### src/rtl/fifo_arb_pkg.sv
// rtl/fifo_arb_pkg.sv - shared FSM state, default sizes and stats helpers for fifo_wr_arbiter
package fifo_arb_pkg;

    typedef enum logic [1:0] {
        IDLE   = 2'd0,
        ACTIVE = 2'd1,
        STALL  = 2'd2
    } arb_state_e;

    localparam int DEF_NUM_REQ    = 4;
    localparam int DEF_FIFO_WIDTH = 16;
    localparam int STATS_W        = 16;

    // Counters stick at all-ones rather than wrapping.
    function automatic logic [STATS_W-1:0] sat_inc(input logic [STATS_W-1:0] v);
        return (v == '1) ? v : v + STATS_W'(1);
    endfunction

endpackage

### src/rtl/fifo_wr_arbiter_rr_pick.sv
// rtl/fifo_wr_arbiter_rr_pick.sv - combinational round-robin picker starting after last_idx
module rr_pick #(
    parameter int NUM_REQ = 4,
    parameter int IDX_W   = 2
) (
    input  logic [NUM_REQ-1:0] req,
    input  logic [IDX_W-1:0]   last_idx,
    output logic [NUM_REQ-1:0] grant,
    output logic [IDX_W-1:0]   grant_idx
);

    localparam int SW = IDX_W + 1;

    logic          found;
    logic [SW-1:0] s;
    logic [NUM_REQ-1:0] mask;

    always_comb begin
        grant     = '0;
        grant_idx = '0;
        found     = 1'b0;
        s         = '0;
        mask      = '0;
        // Walk candidates last+1 .. last+NUM_REQ, wrapping modulo NUM_REQ.
        for (int k = 1; k <= NUM_REQ; k++) begin
            s = {1'b0, last_idx} + SW'(k);
            if (s >= SW'(NUM_REQ)) begin
                s = s - SW'(NUM_REQ);
            end
            mask = NUM_REQ'(1) << s;
            if (!found && ((req & mask) != '0)) begin
                found     = 1'b1;
                grant     = mask;
                grant_idx = s[IDX_W-1:0];
            end
        end
    end

endmodule

### src/rtl/fifo_wr_arbiter.sv
// rtl/fifo_wr_arbiter.sv - round-robin N-to-1 FIFO write arbiter; FIFO_ARB_STATS_EN adds grant/drop counters
module fifo_wr_arbiter
    import fifo_arb_pkg::*;
#(
    parameter int NUM_REQ    = DEF_NUM_REQ,
    parameter int FIFO_WIDTH = DEF_FIFO_WIDTH
) (
    input  logic                          clk,
    input  logic                          rst,
    input  logic [NUM_REQ-1:0]            req,
    input  logic [NUM_REQ*FIFO_WIDTH-1:0] req_data,
    output logic [NUM_REQ-1:0]            grant,
    output logic                          fifo_wr_en,
    output logic [FIFO_WIDTH-1:0]         fifo_data_in,
    input  logic                          fifo_full,
    input  logic                          fifo_almostfull,
    input  logic                          fifo_wr_ack,
    input  logic                          fifo_overflow,
    output logic                          err_drop
`ifdef FIFO_ARB_STATS_EN
    ,
    output logic [NUM_REQ*STATS_W-1:0]    grant_cnt,
    output logic [STATS_W-1:0]            drop_cnt
`endif
);

    localparam int IDX_W = (NUM_REQ > 1) ? $clog2(NUM_REQ) : 1;

    arb_state_e             state_q;
    logic [IDX_W-1:0]       last_q;
    logic                   wr_en_q;
    logic                   pend_q;
    logic [FIFO_WIDTH-1:0]  data_q;
    logic [FIFO_WIDTH-1:0]  data_d;
    logic [NUM_REQ-1:0]     pick_gnt;
    logic [IDX_W-1:0]       pick_idx;
    logic                   space;
    logic                   any_req;
    logic                   do_grant;

    rr_pick #(
        .NUM_REQ (NUM_REQ),
        .IDX_W   (IDX_W)
    ) u_rr_pick (
        .req       (req),
        .last_idx  (last_q),
        .grant     (pick_gnt),
        .grant_idx (pick_idx)
    );

    // An almost-full FIFO can absorb only the write already in flight.
    assign space    = !fifo_full && !(fifo_almostfull && wr_en_q);
    assign any_req  = |req;
    assign do_grant = !rst && space && any_req;
    assign grant    = do_grant ? pick_gnt : '0;

    always_comb begin
        data_d = data_q;
        for (int i = 0; i < NUM_REQ; i++) begin
            if (grant[i]) begin
                data_d = req_data[i*FIFO_WIDTH +: FIFO_WIDTH];
            end
        end
    end

    always_ff @(posedge clk) begin
        if (rst) begin
            state_q <= IDLE;
            last_q  <= IDX_W'(NUM_REQ - 1);
            wr_en_q <= 1'b0;
            pend_q  <= 1'b0;
            data_q  <= '0;
        end else begin
            case (state_q)
                IDLE: begin
                    if (!space)       state_q <= STALL;
                    else if (any_req) state_q <= ACTIVE;
                end
                ACTIVE: begin
                    if (!space)        state_q <= STALL;
                    else if (!any_req) state_q <= IDLE;
                end
                STALL: begin
                    if (space) state_q <= any_req ? ACTIVE : IDLE;
                end
                default: state_q <= IDLE;
            endcase
            if (do_grant) begin
                last_q <= pick_idx;
            end
            wr_en_q <= do_grant;
            pend_q  <= wr_en_q;
            data_q  <= data_d;
        end
    end

    assign fifo_wr_en   = wr_en_q;
    assign fifo_data_in = data_q;
    // The ack for a write issued in cycle t is due in t+1.
    assign err_drop     = !rst && ((pend_q && !fifo_wr_ack) || fifo_overflow);

`ifdef FIFO_ARB_STATS_EN
    logic [STATS_W-1:0] gcnt_q [NUM_REQ];
    logic [STATS_W-1:0] dcnt_q;

    for (genvar g = 0; g < NUM_REQ; g++) begin : g_gcnt
        always_ff @(posedge clk) begin
            if (rst) begin
                gcnt_q[g] <= '0;
            end else if (grant[g]) begin
                gcnt_q[g] <= sat_inc(gcnt_q[g]);
            end
        end
        assign grant_cnt[g*STATS_W +: STATS_W] = gcnt_q[g];
    end

    always_ff @(posedge clk) begin
        if (rst) begin
            dcnt_q <= '0;
        end else if (err_drop) begin
            dcnt_q <= sat_inc(dcnt_q);
        end
    end

    assign drop_cnt = dcnt_q;
`endif

endmodule

### config.mk
export PLATFORM = sky130hd
export DESIGN_NAME = fifo_wr_arbiter
export DESIGN_NICKNAME = d
export VERILOG_FILES = /design/src/rtl/fifo_arb_pkg.sv /design/src/rtl/fifo_wr_arbiter_rr_pick.sv /design/src/rtl/fifo_wr_arbiter.sv
export SDC_FILE = /design/constraint.sdc
export NUM_CORES = 1
export LEC_CHECK = 0
export CORE_MARGIN = 5
export CORE_UTILIZATION = 25
export DETAILED_ROUTE_END_ITERATION = 12
export RECOVER_POWER = 100
export SKIP_LAST_GASP = 1
export SYNTH_ARGS = -nofsm -noshare
export SYNTH_HDL_FRONTEND = slang
export SYNTH_HIERARCHICAL = 1
export SYNTH_SLANG_ARGS = --single-unit
### constraint.sdc
create_clock -name clk -period 6.75 [get_ports clk]
set_clock_uncertainty 0.2 [all_clocks]
set_input_delay 0.675 -clock clk [delete_from_list [all_inputs] [get_ports clk]]
set_output_delay 0.675 -clock clk [all_outputs]
set_load 0.02 [all_outputs]
Word-level counts from Yosys, hierarchy flattened. Cells that the tools add are included.

Flip-flop bits (word level): 20. Input bits: 74. Output and inout bits: 22. Logic and storage cells: 67.

Add/sub/neg operators: 8. Order comparisons: 4. Shifts and indexed selects: 4. Mux-type cells: 20. Bitwise logic cells: 4. Reductions and logical operators: 23.

Operators with widths (number): $mux 16 (4); $mux 4 (5); $reduce_bool 4->1 (5); $and 4x4->4 (4); $shl 1x3->4 const A (4); $ge 3x3->1 const B (4); $mux 3 (4); $sub 3x3->3 const B (4); $logic_and 1x1->1 (9); $mux 2 (4); $logic_not 1->1 (7); $add 2x2->3 const B (2); $reduce_or 4->1 (1); $add 2x1->3 const B (1); $add 2x3->3 const B (1); $mux 1 (3); $logic_or 1x1->1 (1).

Depth between registers and ports, before layout. Gate-level depths: netlist of run 1.

Depth after elaboration: 21. Depth in mapped cells: 13.

Hierarchy. The synthesis of run 1 kept the hierarchy.

Modules (own cells, without submodules): fifo_wr_arbiter (instances 1, cells each 143, area an instance 1343.8 µm², seq. area each 400.4 µm²); rr_pick (instances 1, cells each 56, area an instance 484.2 µm², seq. area each 0.0 µm²).

Worst setup path after synthesis of run 1. Ideal clock, no wire load.

Path kind: register to output. From: register last_q[0]. To: output grant[3]. Arrival time: 2.747 ns. Required time: 5.875 ns. Setup slack: 3.128 ns. Stages on the path, launching flop included: 10. Buffers on the path: 1. Cells stage by stage: dfxtp_1 > inv_1 > ha_1 > a22o_1 > a221oi_4 > nand2_2 > o22ai_1 > clkinv_1 > clkbuf_1 > nor3_1.

Cells in the longest elaborated chain, start to end: 17.

RTL lines: from (decl) (line fifo_wr_arbiter.sv:30) `logic [IDX_W-1:0] last_q;`; from (signal assigned) (line fifo_wr_arbiter.sv:69) `last_q <= IDX_W'(NUM_REQ - 1);`; from (signal assigned) (line fifo_wr_arbiter.sv:89) `last_q <= pick_idx;`; $add 2x1->3 (line fifo_wr_arbiter_rr_pick.sv:26) `s = {1'b0, last_idx} + SW'(k);`; $sub 3x3->3 / $ge 3x3->1 (equally long branches) (line fifo_wr_arbiter_rr_pick.sv:28, fifo_wr_arbiter_rr_pick.sv:27); $mux 3 (line fifo_wr_arbiter_rr_pick.sv:27) `if (s >= SW'(NUM_REQ)) begin`; $shl 1x3->4 (line fifo_wr_arbiter_rr_pick.sv:30) `mask = NUM_REQ'(1) << s;`; $and 4x4->4 (line fifo_wr_arbiter_rr_pick.sv:31) `if (!found && ((req & mask) != '0)) begin`; $reduce_bool 4->1 (line fifo_wr_arbiter_rr_pick.sv:31); $mux 1 (line fifo_wr_arbiter_rr_pick.sv:31); $logic_not 1->1 (line fifo_wr_arbiter_rr_pick.sv:31); [... 2 more ...]; $logic_not 1->1 (line fifo_wr_arbiter_rr_pick.sv:31); $logic_and 1x1->1 (line fifo_wr_arbiter_rr_pick.sv:31); $mux 1 (line fifo_wr_arbiter_rr_pick.sv:31); $logic_not 1->1 (line fifo_wr_arbiter_rr_pick.sv:31); $logic_and 1x1->1 (line fifo_wr_arbiter_rr_pick.sv:31); $mux 4 (*) (line fifo_wr_arbiter_rr_pick.sv:31); via pick_gnt[3] (line fifo_wr_arbiter.sv:35) `logic [NUM_REQ-1:0] pick_gnt;`; $mux 4 (*) (line fifo_wr_arbiter.sv:55) `assign grant = do_grant ? pick_gnt : '0;`; to (decl) (line fifo_wr_arbiter.sv:12) `output logic [NUM_REQ-1:0] grant,`.

The timed path passes the listed nets; every way through them passes the cells marked *.

Worst setup path in the final report of run 1.
From: input req[3]. To: output grant[2].

Cells in the longest elaborated chain, start to end: 13.

RTL lines: from (decl) (line fifo_wr_arbiter.sv:10) `input logic [NUM_REQ-1:0] req,`; $and 4x4->4 (line fifo_wr_arbiter_rr_pick.sv:31); $reduce_bool 4->1 (line fifo_wr_arbiter_rr_pick.sv:31); $mux 1 (line fifo_wr_arbiter_rr_pick.sv:31); $logic_not 1->1 (line fifo_wr_arbiter_rr_pick.sv:31); $logic_and 1x1->1 (line fifo_wr_arbiter_rr_pick.sv:31); $mux 1 (line fifo_wr_arbiter_rr_pick.sv:31); $logic_not 1->1 (line fifo_wr_arbiter_rr_pick.sv:31); $logic_and 1x1->1 (line fifo_wr_arbiter_rr_pick.sv:31); $mux 1 (line fifo_wr_arbiter_rr_pick.sv:31); $logic_not 1->1 (line fifo_wr_arbiter_rr_pick.sv:31); $logic_and 1x1->1 (line fifo_wr_arbiter_rr_pick.sv:31); $mux 4 (*) (line fifo_wr_arbiter_rr_pick.sv:31); via pick_gnt[2] (line fifo_wr_arbiter.sv:35); $mux 4 (*) (line fifo_wr_arbiter.sv:55).

Marks and branches as above.

==> results of run 1 <==
-- routing by layer --
layer,track usage [%],vias up,wire length (um)
met5,0,-,0
met4,1.78,0,24
met3,6.31,2,666
met2,23.1,78,3010
met1,16.6,913,2630
li1,-,975,-
-- metrics by stage --
step | power, mW | setup WS [ns] | cells | instance area, um^2
after floorplan | 0.342 | 3.13 | 199 | 1830
after global placement | 0.454 | 1.96 | 378 | 2830
after detailed placement | 0.455 | 1.87 | 378 | 2830
after CTS | 0.538 | 1.84 | 381 | 2870
after global routing | 0.554 | 1.04 | 381 | 2850
final | 0.518 | 1.32 | 381 | 2850
-- synth_stat cells (all sizes together) (6+ instances only) --
master | count | area (um^2)
dfxtp | 20 | 400
a211oi | 17 | 140
nor4 | 17 | 113
mux2 | 16 | 180
mux2i | 15 | 150
a32oi | 14 | 123
buf | 13 | 103
ha | 8 | 100
clkbuf | 7 | 26.3
a21oi | 6 | 30.0
a22oi | 6 | 45.0
nand3 | 6 | 30.0
-- where the power goes --
group	internal (mW)	switching, mW	leakage (nW)
combinational	0.142	0.146	0.830
sequential	0.139	0.0112	0.166
clock	0.0397	0.0403	0.0216
-- registers in the layout (all words and copies together) (netlist names) --
| name | count |
|---|---|
| fifo_data_in | 16 |
| fifo_wr_en | 1 |
| last_q | 2 |
| pend_q | 1 |
-- final timing paths --
kind	slack (ns)	end	cells past startpoint
worst max register to register	2.53	fifo_data_in[14]	10
worst max-delay path	1.32	grant[2]	8
worst min register to register	0.28	fifo_data_in[12]	2
worst min-delay path	0.28	fifo_data_in[12]	2
-- layout make-up --
cell class / instances / area [um^2]
flip-flops and latches: 20 / 400
repair buffers: 100 / 981
well taps: 99 / 124
clock buffers: 3 / 41.3
fillers: 706 / 4320
inverters: 7 / 26.3
multi-input cells: 152 / 1280
-- worst max-delay path: stages --
cell             delay (ns)
dlygate4sd3_1          0.83
a22oi_1                0.17
a211oi_1               0.64
a22oi_1                0.17
o21ai_2                0.16
clkbuf_1               0.96
and3_1                 0.31
clkdlybuf4s50_1        0.62
-- logic make-up after synthesis --
group,count (synthesis)
buffers and inverters,27
AOI/OAI and AO/OA,71
muxes,31
and+or+nand+nor,42
adders and majority gates,8
DFF,20
==> metrics.md, run 1 <==
| Metric | Value |
|---|---|
| Die ar. | roughly 9100 um^2 |
| TritonCTS buffer count | 3 |
| Synth Instances | 199 |
| Net count, final | roughly 370 |
| Worst Setup SP | req[3] |
| Via count | a little under 2000 |
| Later-pin clock latency in the skew report | 0.25 ns |
| IO Pins | between 90 and 100 |
| Routed len/inst | roughly 17 um |
| Post-layout util | between 30% and 40% |
| Fmax | 184 MHz |
| Antenna Nets Post-Route | 0 |
| Post-CTS Setup Bufs | 0 |
| Die H | ~96 um |
| Worst path arrival time | approximately 4.6 ns |
| Largest family of logic cells by synthesized area | compound AO/OA/AOI/OAI gates |
| Period utilization | roughly four fifths |
| Post-DP HPWL | between 4000 and 5000 um |
| N_diodes | 0 |
| Worst EP required | 5.88 ns |
| Slew margin rel. | 12.6% |
| Iteration-0 DRC Markers | 60 |
| Fin crit period | between 5 and 6 ns |
| Syn-to-layout area delta | 56.1% |
| Setup total negative slack | 0 ns |
| Hold WS | approximately 0.28 ns |
| Vias per cell | 5.17 |
| Peak VDD IR | 77.8 uV |
| Post-Syn Nets | 281 |
| Number of remaining DRC errors | 0 |
| Largest net degree at the start of global routing | 22 |
| Row count | 31 |
| Post-synthesis mux area share | between 10% and 20% |
| Status | completed |
| Synth Area per Inst | between 9 and 10 um^2 |
| Fin. Hold Viols | 0 |
| Sink Count | 20 |
| Crit-path max FO | 20 |
| CTS clock-pin slew for the worst setup and hold paths | 0.08 ns |
| Post-synth EDFFs | 0 |
| Post-Synth Simple-Gate Area | a little over an eighth |
| Hold Buf Count CTS | 0 |
| Clock Path Buffers | 2 |
| Min-Delay Startpoint | fifo_data_in[12] |
| Slew at the pin closest to its max-slew limit | roughly 1.3 ns |
| Total global-route track usage | between 10% and 20% |
| Post_cts resized | 0 |
| Critical R2R Launch | last_q[0] |
| Final setup viols | 0 |
| Core area | 7180 um^2 |
| Routability Congestion | ~0.82 |
| Initial antenna violation count | 0 |
| DRT Pass-1 Iters | 4 |
| Xor and xnor fraction of the mapped netlist area | 0% |
| Cell Area, Synth | about 1800 um^2 |
| Root Driver | clkbuf_8 |
| Adder-Cell Fraction of Synth Area | roughly 5.5% |
| WS Path Type | in2out |
| Asr flop ratio synth | 0% |
| Synth Area in Compound Gates | about a third |
| Seq/Total Area, Yosys | 21.9% |
| CTS tree | built |
| Max-slew violations | 0 |
| Synth Warn # | 6 |
| P_leak | between 1 and 1.5 nW |
| Vias in the first global route | around 2000 |
| Ys flop type | dfxtp_1 |
| Setup crit end kind | output port |
| First-pass GRT wire length | 9960 um |
| H-tree levels | 1 |
| Die width | roughly 96 um |
| WL final | 6330 um |
| Hold/Removal Path Class | reg2reg |
| Most frequent cells in the layout | clkdlybuf4s50_1, dlygate4sd3_1, dfxtp_1, mux2_2, a211oi_1 |
| IO buf count | 95 |
| Gr ovfl total | 0 |
| Leading cell type in the layout, fill and taps excluded | clkdlybuf4s50_1 |
| Yosys cell types | 46 |
| Synth Register Bits | 20 |
| RSZ-0062 raised after global routing | false |
| Max cap viols | 0 |
| Initial core utilization | 25.5% |
| Pwr Density | approximately 180 nW/um^2 |
| Layout cells sized above 1 | about an eighth |
| CP Launch Type | input port |
Power figures use the tool's default switching activity.
==> run 2: changes to the inputs <==
==> constraint.sdc (replaced) <==
create_clock -name clk -period 4.75 [get_ports clk]
set_clock_uncertainty 0.2 [all_clocks]
set_input_delay 0.475 -clock clk [delete_from_list [all_inputs] [get_ports clk]]
set_output_delay 0.475 -clock clk [all_outputs]
set_load 0.02 [all_outputs]
==> metrics.md, run 2 (synthesis gave the netlist of run 1 again) <==
| Metric | Value |
|---|---|
| Post-CTS Setup Bufs | 0 (unchanged) |
| Register area | 400 um^2 (unchanged) |
| Peak VDD IR | 121 uV (+56%) |
| CP cell instances | inv_1 > ha_1 > a22o_1 > a221oi_4 > nand2_2 > o21ai_2 > clkbuf_2 > and3_1 > dlygate4sd3_1 |
| Syn-to-layout area delta | 58.9% |
| Hold/Removal Path Class | reg2reg |
| Initial antenna violation count | 0 (unchanged) |
| Reg-to-reg slack, setup | 0.65 ns (-1.88 ns) |
| Max FFs per register | 16 (unchanged) |
| FILL cells | 734 (+4.0%) |
| First-pass GRT wire length | 10100 um (+1.9%) |
| P_leak | 1.05 nW (+2.9%) |
| Die H | 95.5 um (unchanged) |
| Hold Buf Count CTS | 0 (unchanged) |
| Gr ovfl total | 0 (unchanged) |
| Min-Delay Startpoint | fifo_data_in[12] |
| Layout cells sized above 1 | 13.4% (+1.3 points) |
| Final setup viols | 0 (unchanged) |
| DRT Pass-1 Iters | 5 (+1) |
| IO buf count | 95 (unchanged) |
| Worst path arrival time | 3.64 ns (-0.91 ns) |
| Post_cts resized | 0 (unchanged) |
| Critical R2R Launch | last_q[0] |
| Die width | 95.5 um (unchanged) |
| CP peak stage delay | 0.68 ns (-0.28 ns) |
| Pwr Density | 276 nW/um^2 (+52%) |
| RSZ-0062 raised after global routing | false |
| Buf+Inv Stages, Crit Path | 3 (unchanged) |
| Vias in the first global route | 2008 (-1.2%) |
| Leading cell type in the layout, fill and taps excluded | clkdlybuf4s50_1 |
| Hold path endpoint | fifo_data_in[12] |
| Hold Path Depth | 2 (unchanged) |
| Total global-route track usage | 13.9% (+0.13 points) |
| CP delay by family, top | buffers and inverters |
| R2R cell count | 10 (unchanged) |
| Number of remaining DRC errors | 0 (unchanged) |
| Routability Congestion | 0.921 (+12%) |
| Slowest-stage cell, CP | dlygate4sd3_1 |
| CTS tree | built |
| Reg2Reg Capture Point | fifo_data_in[14] |
| Fin. Hold Viols | 0 (unchanged) |
| Post-DP HPWL | 4810 um (+3.9%) |
| Worst EP required | 4.07 ns (-1.81 ns) |
| Status | completed |
| Period utilization | 90.9% |
| Multi-input gate area | 1290 um^2 (+0.68%) |
| Fmax | about 230 MHz |
| Clock Path Buffers | 2 (unchanged) |
| CTS clock-pin slew for the worst setup and hold paths | 0.07 ns (about the same) |
| Setup total negative slack | 0 ns (unchanged) |
| Row count | 31 (unchanged) |
| H-tree levels | 1 (unchanged) |
| Slew margin rel. | 47.0% (+34 points) |
| Net count, final | 367 (+0.27%) |
| Sink Count | 20 (unchanged) |
| Die ar. | 9120 um^2 (unchanged) |
| Overall Power | 0.803 mW (+55%) |
| N_diodes | 0 (unchanged) |
| Iteration-0 DRC Markers | 71 (+18%) |
| WS Path Type | reg2out |
| Most frequent cells in the layout | clkdlybuf4s50_1, dlygate4sd3_1, dfxtp_1, mux2_2 |
| Antenna Nets Post-Route | 0 (unchanged) |
| Crit-path max FO | 20 (unchanged) |
| Core area | 7180 um^2 (unchanged) |
| Max-slew violations | 0 (unchanged) |
| WL final | 6450 um (+1.9%) |
| Slew at the pin closest to its max-slew limit | 0.794 ns (-0.517 ns) |
| Later-pin clock latency in the skew report | 0.27 ns (+0.02 ns) |
| Vias per cell | 5.24 (+1.5%) |
| Root Driver | clkbuf_8 |
| Setup crit end kind | output port |
| Fin crit period | between 4 and 5 ns |
| Max cap viols | 0 (unchanged) |
| Routed len/inst | 16.8 um (+1.3%) |
| Initial core utilization | 25.5% (unchanged) |
| IO Pins | 96 (unchanged) |
| CP Launch Type | flop |
| TritonCTS buffer count | 3 (unchanged) |
| Largest net degree at the start of global routing | 22 (unchanged) |
| Via count | 2008 (+2.0%) |
==> run 2: power breakdown <==
| group | switching, mW | leakage (nW) | internal (mW) |
|---|---|---|---|
| Clock | 0.0630 | 0.0357 | 0.113 |
| Combinational | 0.211 | 0.846 | 0.203 |
| Sequential | 0.0162 | 0.166 | 0.197 |
| Total | 0.290 | 1.05 | 0.513 |
==> run 2: area by class of cell <==
cell class | count | share of cell area, %
repair buffers | 101 | 34.2
clock inverters | 1 | 1.03
clock buffers | 3 | 1.42
multi-input cells | 152 | 44.4
well taps | 99 | 4.26
flip-flops and latches | 20 | 13.8
inverters | 7 | 0.904
==> run 2: layer usage <==
metal / vias to the layer above / part of all wire [%] / global-route usage (%)
li1: 981 / - / -
met1: 927 / 43 / 17.6
met2: 96 / 46 / 22.2
met3: 4 / 11 / 5.76
met4: 0 / 0.64 / 2.96
met5: - / 0 / 0
==> run 2: tightest hold or removal path, delay by kind of cell, from the launching register on <==
kind            cells  cell delay (ns)
simple gates        1             0.05
compound gates      1             0.06
flops               1             0.32
==> run 2: worst max-delay path by stage <==
| stage | cells after the start | from | to | slack (ns) |
|---|---|---|---|---|
| floorplan | 9 | last_q[0] | grant[3] | 1.33 |
| global placement | 7 | req[2] | grant[1] | 0.78 |
| detailed placement | 7 | req[2] | grant[1] | 0.69 |
| CTS | 8 | last_q[0] | grant[1] | 0.59 |
| global route | 9 | last_q[0] | grant[2] | 0.22 |
| finish | 9 | last_q[0] | grant[2] | 0.43 |
==> run 2: metrics by stage <==
| step | setup slack, ns | cells | utilization, % | instance area, um^2 | hold slack [ns] |
|---|---|---|---|---|---|
| after floorplan | 1.33 | 199 | - | 1830 | 0.341 |
| after global placement | 0.778 | 379 | 39.6 | 2840 | 0.263 |
| after detailed placement | 0.686 | 379 | 39.6 | 2840 | 0.276 |
| after CTS | 0.591 | 383 | 40.6 | 2910 | 0.290 |
| after global routing | 0.216 | 383 | 40.5 | 2910 | 0.300 |
| final | 0.433 | 383 | 40.5 | 2910 | 0.282 |
==> run 3: changes to the inputs <==
--- a/config.mk
+++ b/config.mk
@@ -14,3 +14,4 @@
 export SYNTH_HDL_FRONTEND = slang
 export SYNTH_HIERARCHICAL = 1
 export SYNTH_SLANG_ARGS = --single-unit
+export TNS_END_PERCENT = 1
==> constraint.sdc (replaced) <==
create_clock -name clk -period 3.7 [get_ports clk]
set_clock_uncertainty 0.2 [all_clocks]
set_input_delay 0.37 -clock clk [delete_from_list [all_inputs] [get_ports clk]]
set_output_delay 0.37 -clock clk [all_outputs]
set_load 0.02 [all_outputs]
==> metrics.md, run 3 (synthesis gave the netlist of run 1 again) <==
| Metric | Value |
|---|---|
| Status | completed |
| Hold Path Depth | 2 (unchanged) |
| N_diodes | 0 (unchanged) |
| Max FFs per register | 16 (unchanged) |
| Via count | 2109 (+5.0%) |
| Core area | 7180 um^2 (unchanged) |
| Total global-route track usage | 14.5% (+0.62 points) |
| Number of remaining DRC errors | 0 (unchanged) |
| Initial antenna violation count | 0 (unchanged) |
| Hold path endpoint | fifo_data_in[12] |
| Post-route setup slack | 0.159 ns (-0.274 ns) |
| Clock Path Buffers | 2 (unchanged) |
| Fin crit period | 3.54 ns |
| Setup crit end kind | output port |
| Fin. Hold Viols | 0 (unchanged) |
| R2R cell count | 10 (unchanged) |
| Setup slack at placement | 0.200 ns (-0.486 ns) |
| Final setup viols | 0 (unchanged) |
| Max cap viols | 0 (unchanged) |
| Pwr Density | 331 nW/um^2 (+20%) |
| CTS tree | built |
| Die width | 95.5 um (unchanged) |
| Leading cell type in the layout, fill and taps excluded | clkdlybuf4s50_1 |
| Non-filler cells, final | 393 (+2.6%) |
| Vias per cell | 5.37 (+2.4%) |
| Setup total negative slack | 0 ns (unchanged) |
| WS Path Type | reg2out |
| Period utilization | between 90% and 100% |
| Worst EP required | 3.13 ns (-0.94 ns) |
| DRT Pass-1 Iters | 7 (+2) |
| Critical R2R Launch | last_q[1] |
| Die H | 95.5 um (unchanged) |
| Sink Count | 20 (unchanged) |
| P_leak | 1.08 nW (+3.3%) |
| Worst path arrival time | 2.97 ns (-0.67 ns) |
| CTS clock-pin slew for the worst setup and hold paths | 0.07 ns (about the same) |
| Initial core utilization | 25.5% (unchanged) |
| Fmax | ~280 MHz |
| Peak VDD IR | 113 uV (-6.7%) |
| Antenna Nets Post-Route | 0 (unchanged) |
| Net count, final | 378 (+3.0%) |
| IO Pins | 96 (unchanged) |
| Slew at the pin closest to its max-slew limit | 0.916 ns (+0.122 ns) |
| Post-DP HPWL | 5290 um (+9.8%) |
| TritonCTS buffer count | 3 (unchanged) |
| Die ar. | 9120 um^2 (unchanged) |
| First-pass GRT wire length | 10600 um (+4.0%) |
| Placed inst area | 2920 um^2 (+2.9%) |
| Final instance area | 2960 um^2 (+1.9%) |
| Dpl cells | 390 (+2.9%) |
| Row count | 31 (unchanged) |
| H-tree levels | 1 (unchanged) |
| Syn-to-layout area delta | 61.9% |
| Root Driver | clkbuf_8 |
| Iteration-0 DRC Markers | 91 (+28%) |
| Crit-path max FO | 7 (-65%) |
| Layout cells sized above 1 | 17.0% (+3.6 points) |
| Overall Power | 0.981 mW (+22%) |
| WL final | 6760 um (+4.8%) |
| Min-Delay Startpoint | fifo_data_in[12] |
| Routed len/inst | 17.2 um (+2.2%) |
| CP Launch Type | flop |
| Slew margin rel. | 38.9% (-8.0 points) |
| Hold/Removal Path Class | reg2reg |
| Later-pin clock latency in the skew report | 0.25 ns (-0.02 ns) |
| Vias in the first global route | 2114 (+5.3%) |
| Largest net degree at the start of global routing | 20 (-9.1%) |
| Gr ovfl total | 0 (unchanged) |
| FILL cells | 705 (-4.0%) |
| Max-slew violations | 0 (unchanged) |
| Reg2Reg Capture Point | fifo_data_in[14] |
| IO buf count | 95 (unchanged) |
| RSZ-0062 raised after global routing | false |
| Reg-to-reg slack, setup | 0.24 ns (-0.41 ns) |
| Routability Congestion | 0.879 (-4.5%) |
| Most frequent cells in the layout | clkdlybuf4s50_1, dlygate4sd3_1, dfxtp_1, nor4_1, mux2_2 |
==> run 3: cell types whose count changed in the layout (fill, tap and decap cells not counted), sizes merged <==
cell           change
buf               +10
dlygate4sd3        -2
bufinv             -1
clkbuf             +1
clkdlybuf4s50      +1
dlygate4sd2        +1
==> run 3: layout make-up <==
| type | instances | area, um^2 | area share [%] |
|---|---|---|---|
| well taps | 99 | 124 | 4.19 |
| multi-input cells | 152 | 1290 | 43.7 |
| repair buffers | 112 | 1070 | 36.2 |
| flip-flops and latches | 20 | 403 | 13.6 |
| inverters | 7 | 26.3 | 0.888 |
| clock buffers | 3 | 41.3 | 1.40 |
==> run 3: worst max path at each step <==
stage                     startpoint                to  depth (start not counted)
after floorplan            last_q[0]          grant[3]                          9
after global placement        req[1]  fifo_data_in[14]                          8
after detailed placement      req[1]  fifo_data_in[14]                          9
after CTS                  last_q[1]          grant[0]                          9
after global routing       last_q[1]  fifo_data_in[14]                         10
final                      last_q[1]          grant[0]                          9
==> run 3: routing by layer <==
metal	vias up	track usage [%]	routed length [um]
met1	1010	18.3	2860
met2	88	23.1	3130
li1	1005	-	-
met5	-	0	0
met4	0	2.49	46
met3	6	6.55	727
==> run 3: through the flow <==
stage | util, % | hold slack [ns]
floorplan | - | 0.242
global placement | 40.7 | 0.267
detailed placement | 40.7 | 0.275
CTS | 41.3 | 0.287
global route | 41.2 | 0.298
finish | 41.2 | 0.279
==> run 3: repair_timing <==
action,CTS,global route
gates cloned,0,0
endpoints found under the setup margin,1,5
hold buffers,0,0
resized for setup,1,3
buffers inserted,0,0
==> run 3: critical path, stage by stage, from the launching register on <==
cell	delay, ns
dfxtp_2	0.42
inv_1	0.14
ha_1	0.31
a22o_1	0.34
a221oi_4	0.24
buf_4	0.19
nor2_1	0.05
o22ai_2	0.18
and3_1	0.17
dlygate4sd3_1	0.68
==> run 3: power by group <==
part	internal [mW]	total, mW	switching, mW
registers	0.254	0.276	0.0219
clock network	0.0724	0.142	0.0699
logic	0.280	0.563	0.283
